==> src/rtl/regfile_pkg.sv <==
// regfile_pkg: shared state encoding and register-file select codes for the regfile sequencer
package regfile_pkg;
  typedef enum logic [2:0] {
    S_IDLE    = 3'd0,
    S_RD0     = 3'd1,
    S_RD1     = 3'd2,
    S_RSP     = 3'd3,
    S_WB_WAIT = 3'd4,
    S_WSETUP  = 3'd5,
    S_WSTROBE = 3'd6
  } regfile_seq_state_t;
  localparam logic [1:0] RF_SEL_SRC0 = 2'b00;
  localparam logic [1:0] RF_SEL_SRC1 = 2'b01;
  localparam logic [1:0] RF_SEL_SRC2 = 2'b10;
endpackage

==> src/rtl/regfile_sequencer.sv <==
// regfile_sequencer: operand-fetch / writeback controller for a single-port register file.
// Ports: i_req_* request from the microcode sequencer, o_rsp_* operand response,
// i_wb_* writeback data, o_rf_* / i_rf_rdata register file pins (strobes active-low).
module regfile_sequencer
  import regfile_pkg::*;
#(
  parameter int WIDTH    = 32,
  parameter int DEPTH    = 5,
  parameter int ZERO_REG = 1
) (
  input  logic             i_clk,
  input  logic             i_rst,
  input  logic             i_req_valid,
  output logic             o_req_ready,
  input  logic [DEPTH-1:0] i_req_src0,
  input  logic [DEPTH-1:0] i_req_src1,
  input  logic [DEPTH-1:0] i_req_dst,
  input  logic             i_req_rd0,
  input  logic             i_req_rd1,
  input  logic             i_req_wb,
  output logic             o_rsp_valid,
  input  logic             i_rsp_ready,
  output logic [WIDTH-1:0] o_rsp_op0,
  output logic [WIDTH-1:0] o_rsp_op1,
  input  logic             i_wb_valid,
  output logic             o_wb_ready,
  input  logic [WIDTH-1:0] i_wb_data,
  output logic [1:0]       o_rf_sel,
  output logic [DEPTH-1:0] o_rf_src0,
  output logic [DEPTH-1:0] o_rf_src1,
  output logic [DEPTH-1:0] o_rf_src2,
  output logic             o_rf_n_oe,
  output logic             o_rf_n_we,
  output logic [WIDTH-1:0] o_rf_wdata,
  input  logic [WIDTH-1:0] i_rf_rdata
);
  regfile_seq_state_t r_state, w_next;
  logic             r_rd1, r_wb, r_n_oe, r_n_we;
  logic [1:0]       r_sel;
  logic [DEPTH-1:0] r_src0, r_src1, r_src2;
  logic [WIDTH-1:0] r_op0, r_op1, r_wdata;
  logic             w_req_hs, w_rsp_hs, w_wb_hs, w_drop_wb;
  assign o_req_ready = r_state == S_IDLE;
  assign o_rsp_valid = r_state == S_RSP;
  assign o_wb_ready  = r_state == S_WB_WAIT;
  assign w_req_hs    = i_req_valid && o_req_ready;
  assign w_rsp_hs    = o_rsp_valid && i_rsp_ready;
  assign w_wb_hs     = i_wb_valid && o_wb_ready;
  assign w_drop_wb   = (ZERO_REG != 0) && (r_src2 == '0);
  always_comb begin
    w_next = r_state;
    unique case (r_state)
      S_IDLE:    if (w_req_hs) w_next = i_req_rd0 ? S_RD0 : i_req_rd1 ? S_RD1 : S_RSP;
      S_RD0:     w_next = r_rd1 ? S_RD1 : S_RSP;
      S_RD1:     w_next = S_RSP;
      S_RSP:     if (w_rsp_hs) w_next = r_wb ? S_WB_WAIT : S_IDLE;
      S_WB_WAIT: if (w_wb_hs) w_next = w_drop_wb ? S_IDLE : S_WSETUP;
      S_WSETUP:  w_next = S_WSTROBE;
      S_WSTROBE: w_next = S_IDLE;
      default:   w_next = S_IDLE;
    endcase
  end
  // Strobes and select are registered from the next-state decode so the pins never glitch.
  always_ff @(posedge i_clk or posedge i_rst) begin
    if (i_rst) begin
      r_state <= S_IDLE;
      r_n_oe  <= 1'b1;
      r_n_we  <= 1'b1;
      r_sel   <= RF_SEL_SRC0;
      r_rd1   <= 1'b0;
      r_wb    <= 1'b0;
      r_src0  <= '0;
      r_src1  <= '0;
      r_src2  <= '0;
      r_op0   <= '0;
      r_op1   <= '0;
      r_wdata <= '0;
    end else begin
      r_state <= w_next;
      r_n_oe  <= !(w_next == S_RD0 || w_next == S_RD1);
      r_n_we  <= w_next != S_WSTROBE;
      r_sel   <= w_next == S_RD0 ? RF_SEL_SRC0 :
                 w_next == S_RD1 ? RF_SEL_SRC1 :
                 (w_next == S_WSETUP || w_next == S_WSTROBE) ? RF_SEL_SRC2 : r_sel;
      if (w_req_hs) begin
        r_src0 <= i_req_src0;
        r_src1 <= i_req_src1;
        r_src2 <= i_req_dst;
        r_rd1  <= i_req_rd1;
        r_wb   <= i_req_wb;
        r_op0  <= '0;
        r_op1  <= '0;
      end
      if (r_state == S_RD0) r_op0 <= (ZERO_REG != 0 && r_src0 == '0) ? '0 : i_rf_rdata;
      if (r_state == S_RD1) r_op1 <= (ZERO_REG != 0 && r_src1 == '0) ? '0 : i_rf_rdata;
      if (w_wb_hs) r_wdata <= i_wb_data;
    end
  end
  assign o_rf_sel   = r_sel;
  assign o_rf_n_oe  = r_n_oe;
  assign o_rf_n_we  = r_n_we;
  assign o_rf_src0  = r_src0;
  assign o_rf_src1  = r_src1;
  assign o_rf_src2  = r_src2;
  assign o_rf_wdata = r_wdata;
  assign o_rsp_op0  = r_op0;
  assign o_rsp_op1  = r_op1;
endmodule

==> config.mk <==
export PLATFORM = sky130hd
export DESIGN_NAME = regfile_sequencer
export DESIGN_NICKNAME = d
export VERILOG_FILES = /design/src/rtl/regfile_pkg.sv /design/src/rtl/regfile_sequencer.sv
export SDC_FILE = /design/constraint.sdc
export NUM_CORES = 1
export LEC_CHECK = 0
export ABC_AREA = 0
export BUFFER_PORTS_ARGS = -buffer_cell sky130_fd_sc_hd__buf_2
export CORE_MARGIN = 2
export CORE_UTILIZATION = 45
export DETAILED_ROUTE_END_ITERATION = 10
export HOLD_SLACK_MARGIN = 0.12
export PLACE_DENSITY = 0.77
export SYNTH_ARGS = -nofsm -noshare
export SYNTH_HDL_FRONTEND = slang
export SYNTH_SLANG_ARGS = --single-unit
==> constraint.sdc <==
create_clock -name i_clk -period 4.26 [get_ports i_clk]
set_clock_uncertainty 0.2 [all_clocks]
set_input_delay 0.213 -clock i_clk [delete_from_list [all_inputs] [get_ports i_clk]]
set_output_delay 0.213 -clock i_clk [all_outputs]
set_load 0.03 [all_outputs]
==> results.txt <==
Max-slew violation count: 0
Top-level I/O count: 205
Clock tree from TritonCTS: done
Placed Area: 5640 µm²
Floorplan die area: 10,800 µm²
Buffer and inverter count on the worst path: 1
Cts bufs inserted: 17
Leakage power figure: 0.00368 µW
Arrival time reported for the critical path endpoint: 2960 ps
Portion of the post-synthesis area used by sequential elements: 0.671
Remaining global-route overflow: 0
Average via count per standard cell: 5.23
Cell at the root of the clock tree: sky130_fd_sc_hd__clkbuf_8
Largest family of logic cells by synthesized area: compound AO/OA/AOI/OAI gates
Number of global-route vias before repair: 4,162
Number of clock sinks seen by CTS: 120
Global placement routability congestion: 0.795
Starting DRT DRC Count: 248
Worst stage delay on the critical path: 690 ps
Max capacitance violation total: 0
Number of warnings issued by yosys: 0
DRC violation count after routing: 0
Worst hold-check slack: 267 ps
Share of the clock period used by the worst path after layout: 0.640
Highest clock rate: 367 MHz
Number of hold violations in the final report: 0
Synth-to-layout area growth: 58.7%
Antenna violations before repair: 0
Synth Area in Compound Gates: 0.149
Kind of path behind the tightest hold check: input port to register
Number of synthesized register bits: 120
Overall routing resource usage: 0.268
Classification of the worst setup path: register to register
Multiplexer area fraction after synthesis: 0.126
Total Power: 6020 µW
Worst-Skew Late Latency: 510 ps
Largest net degree at the start of global routing: 72
Max clock buf depth: 2
Number of diodes added for antenna fixing: 0
Initial Utilization: 0.460
Element type at the critical path end: register
Largest area contributor in the synthesized netlist: sky130_fd_sc_hd__dfrtp_1
Sum of negative setup slack: 0 ps
Total core area: 9730 µm²
CP top delay family: simple AND/OR/NAND/NOR gates
Die extent in y: 104 µm
Net Count, Synth: 380
Drt wl/cell: 18.6 µm
Nets@finish: 679
Via Count: 3,862
CP Max Fanout: 18
Clock input transition at the sequential cells of the worst setup and hold paths: 60 ps
Synth Area in Adders: 0
Final core utilization: 0.730
Number of placement rows: 36
Number of detailed-route iterations in the first pass: 4
Synth Flop Type: sky130_fd_sc_hd__dfrtp_1
Worst path cell trace: nor3_2, and2_1, a221oi_4, xnor2_1, nand2_1, dlygate4sd3_1
Setup crit start kind: register
Count of H-tree levels built during CTS: 4
CP max stage cell: sky130_fd_sc_hd__and2_1
Dominant cell by count in the synthesized netlist: sky130_fd_sc_hd__dfrtp_1
Netlist cell types: 32
Proportion of netlist area held by the largest area contributor: 0.660
Synthesized instance count: 293
Fraction of final layout cells with drive strength greater than 1: 0.493
Areal power density over the cells: 847 nW/µm²
Xor and xnor fraction of the mapped netlist area: 0.00196
Post-cts sizing count: 0
Number of input and output port buffers inserted: 204
Area of all placed cells without fillers: 7110 µm²
Share of synthesized cell area in and, or, nand and nor gates: 0.0254
Main area contributors after synthesis: sky130_fd_sc_hd__dfrtp_1 (66%), sky130_fd_sc_hd__a22o_1 (13%), sky130_fd_sc_hd__mux2_2 (12%)
Data required time of the critical path: 4490 ps
Synth async-reset ratio: 1.00
Final critical path time including I/O delays and setup: 2730 ps
Number of flops mapped to enable cells by yosys: 0
Result of the run: finished clean
Setup-violating endpoint count in the final report: 0
FF-to-FF setup slack: 1530 ps
Worst voltage drop across the vdd grid: 0.496 mV
Leading cell types by count after synthesis: sky130_fd_sc_hd__dfrtp_1 (118), sky130_fd_sc_hd__a22o_1 (64), sky130_fd_sc_hd__mux2_2 (49)
Headroom to the max-slew limit: 0.410
Synthesized area: 4480 µm²
Synthesized area divided by synthesized cell count: 15.3 µm²
Wire length of the first global-routing pass: 22.6 mm
Horizontal die dimension: 104 µm
Remaining antenna violation count after routing: 0
DP Wirelength: 7.96 mm
Slew at the pin with the worst max-slew slack: 885 ps
Drt total wl: 13.7 mm
Setup repair after global routing missed its margin: false
## per-stage QoR
| stage | worst slack, ps | instances |
|---|---|---|
| floorplan | 664 | 293 |
| global placement | 1860 | 617 |
| detailed placement | 1810 | 617 |
| CTS | 1570 | 738 |
| global route | 1330 | 738 |
| finish | 1530 | 738 |
## placed cells by master, fill, tap and decap left out, types with 2 or more instances in the layout
cell type	count
sky130_fd_sc_hd__inv_1	5
sky130_fd_sc_hd__clkinv_4	3
sky130_fd_sc_hd__clkbuf_1	3
sky130_fd_sc_hd__buf_2	204
sky130_fd_sc_hd__clkbuf_16	16
sky130_fd_sc_hd__dlygate4sd3_1	89
sky130_fd_sc_hd__nand2b_1	2
sky130_fd_sc_hd__bufinv_16	2
sky130_fd_sc_hd__mux2_2	49
sky130_fd_sc_hd__and2_1	3
sky130_fd_sc_hd__nand2_1	4
sky130_fd_sc_hd__o21ai_2	2
sky130_fd_sc_hd__dfstp_2	2
sky130_fd_sc_hd__clkinvlp_4	2
sky130_fd_sc_hd__dfrtp_1	118
sky130_fd_sc_hd__a22o_1	64
sky130_fd_sc_hd__clkinv_2	2
sky130_fd_sc_hd__nor2_1	4
sky130_fd_sc_hd__clkbuf_8	3
sky130_fd_sc_hd__buf_4	7
## power by group
group / switching (µW) / internal, µW
clock network: 499 / 865
logic: 1750 / 964
registers: 313 / 1630
## per-layer routing
| layer | vias up | part of all wire | global-route usage |
|---|---|---|---|
| met5 | - | 0 | 0 |
| met4 | 0 | 0.028 | 0.121 |
| met3 | 32 | 0.073 | 0.0812 |
| met2 | 199 | 0.51 | 0.450 |
| met1 | 1932 | 0.39 | 0.320 |
| li1 | 1699 | - | - |
## kinds of logic (layout without fill, tap and decap cells)
kind of cell,Yosys count,count (layout)
simple gates,21,21
compound gates,75,75
buf+inv,26,338
flops,120,120
mux,50,50
xor+xnor,1,1
## layout make-up
class / count / area [µm²]
flip-flops and latches: 120 / 3010
clock buffers: 22 / 453
fillers: 630 / 2620
clock inverters: 10 / 120
repair buffers: 300 / 1960
well taps: 133 / 166
inverters: 6 / 25.0
multi-input cells: 147 / 1370
## worst register-to-register path, delay by kind of cell, from the launching register on
kind                      cells  cell delay [ps]
xor gates and xnor gates      1              240
buffers and inverters         1              560
DFF                           1              530
AOI/OAI and AO/OA             1              160
and+or+nand+nor               3              960
## flip-flops by register name, summed over array words and instances, names as in the netlist, 2 cells and up
signal and flops:
o_rf_sel 2, o_rf_src2 5, o_rsp_op1 32, o_rsp_op0 32
o_rf_src1 5, r_state 3, o_rf_wdata 32, o_rf_src0 5
## worst paths after layout
kind / startpoint / end / cells past startpoint
max: r_state[0] / o_rf_n_oe / 6
min reg2reg: o_rf_wdata[31] / o_rf_wdata[31] / 1
min: i_req_src1[3] / o_rf_src1[3] / 3
min in group asynchronous: i_rst / o_rf_wdata[23] / 4
max reg2reg: r_state[0] / o_rf_n_oe / 6
max in group asynchronous: i_rst / o_rsp_op1[3] / 5
## timing repair
| item | 4_1_cts | 5_1_grt |
|---|---|---|
| endpoints found under the setup margin | 0 | 0 |
| buffers inserted | 0 | 0 |
| hold buffers | 89 | 0 |
| hold endpoints to repair | 239 | 0 |
(Power assumes the default switching activity.)
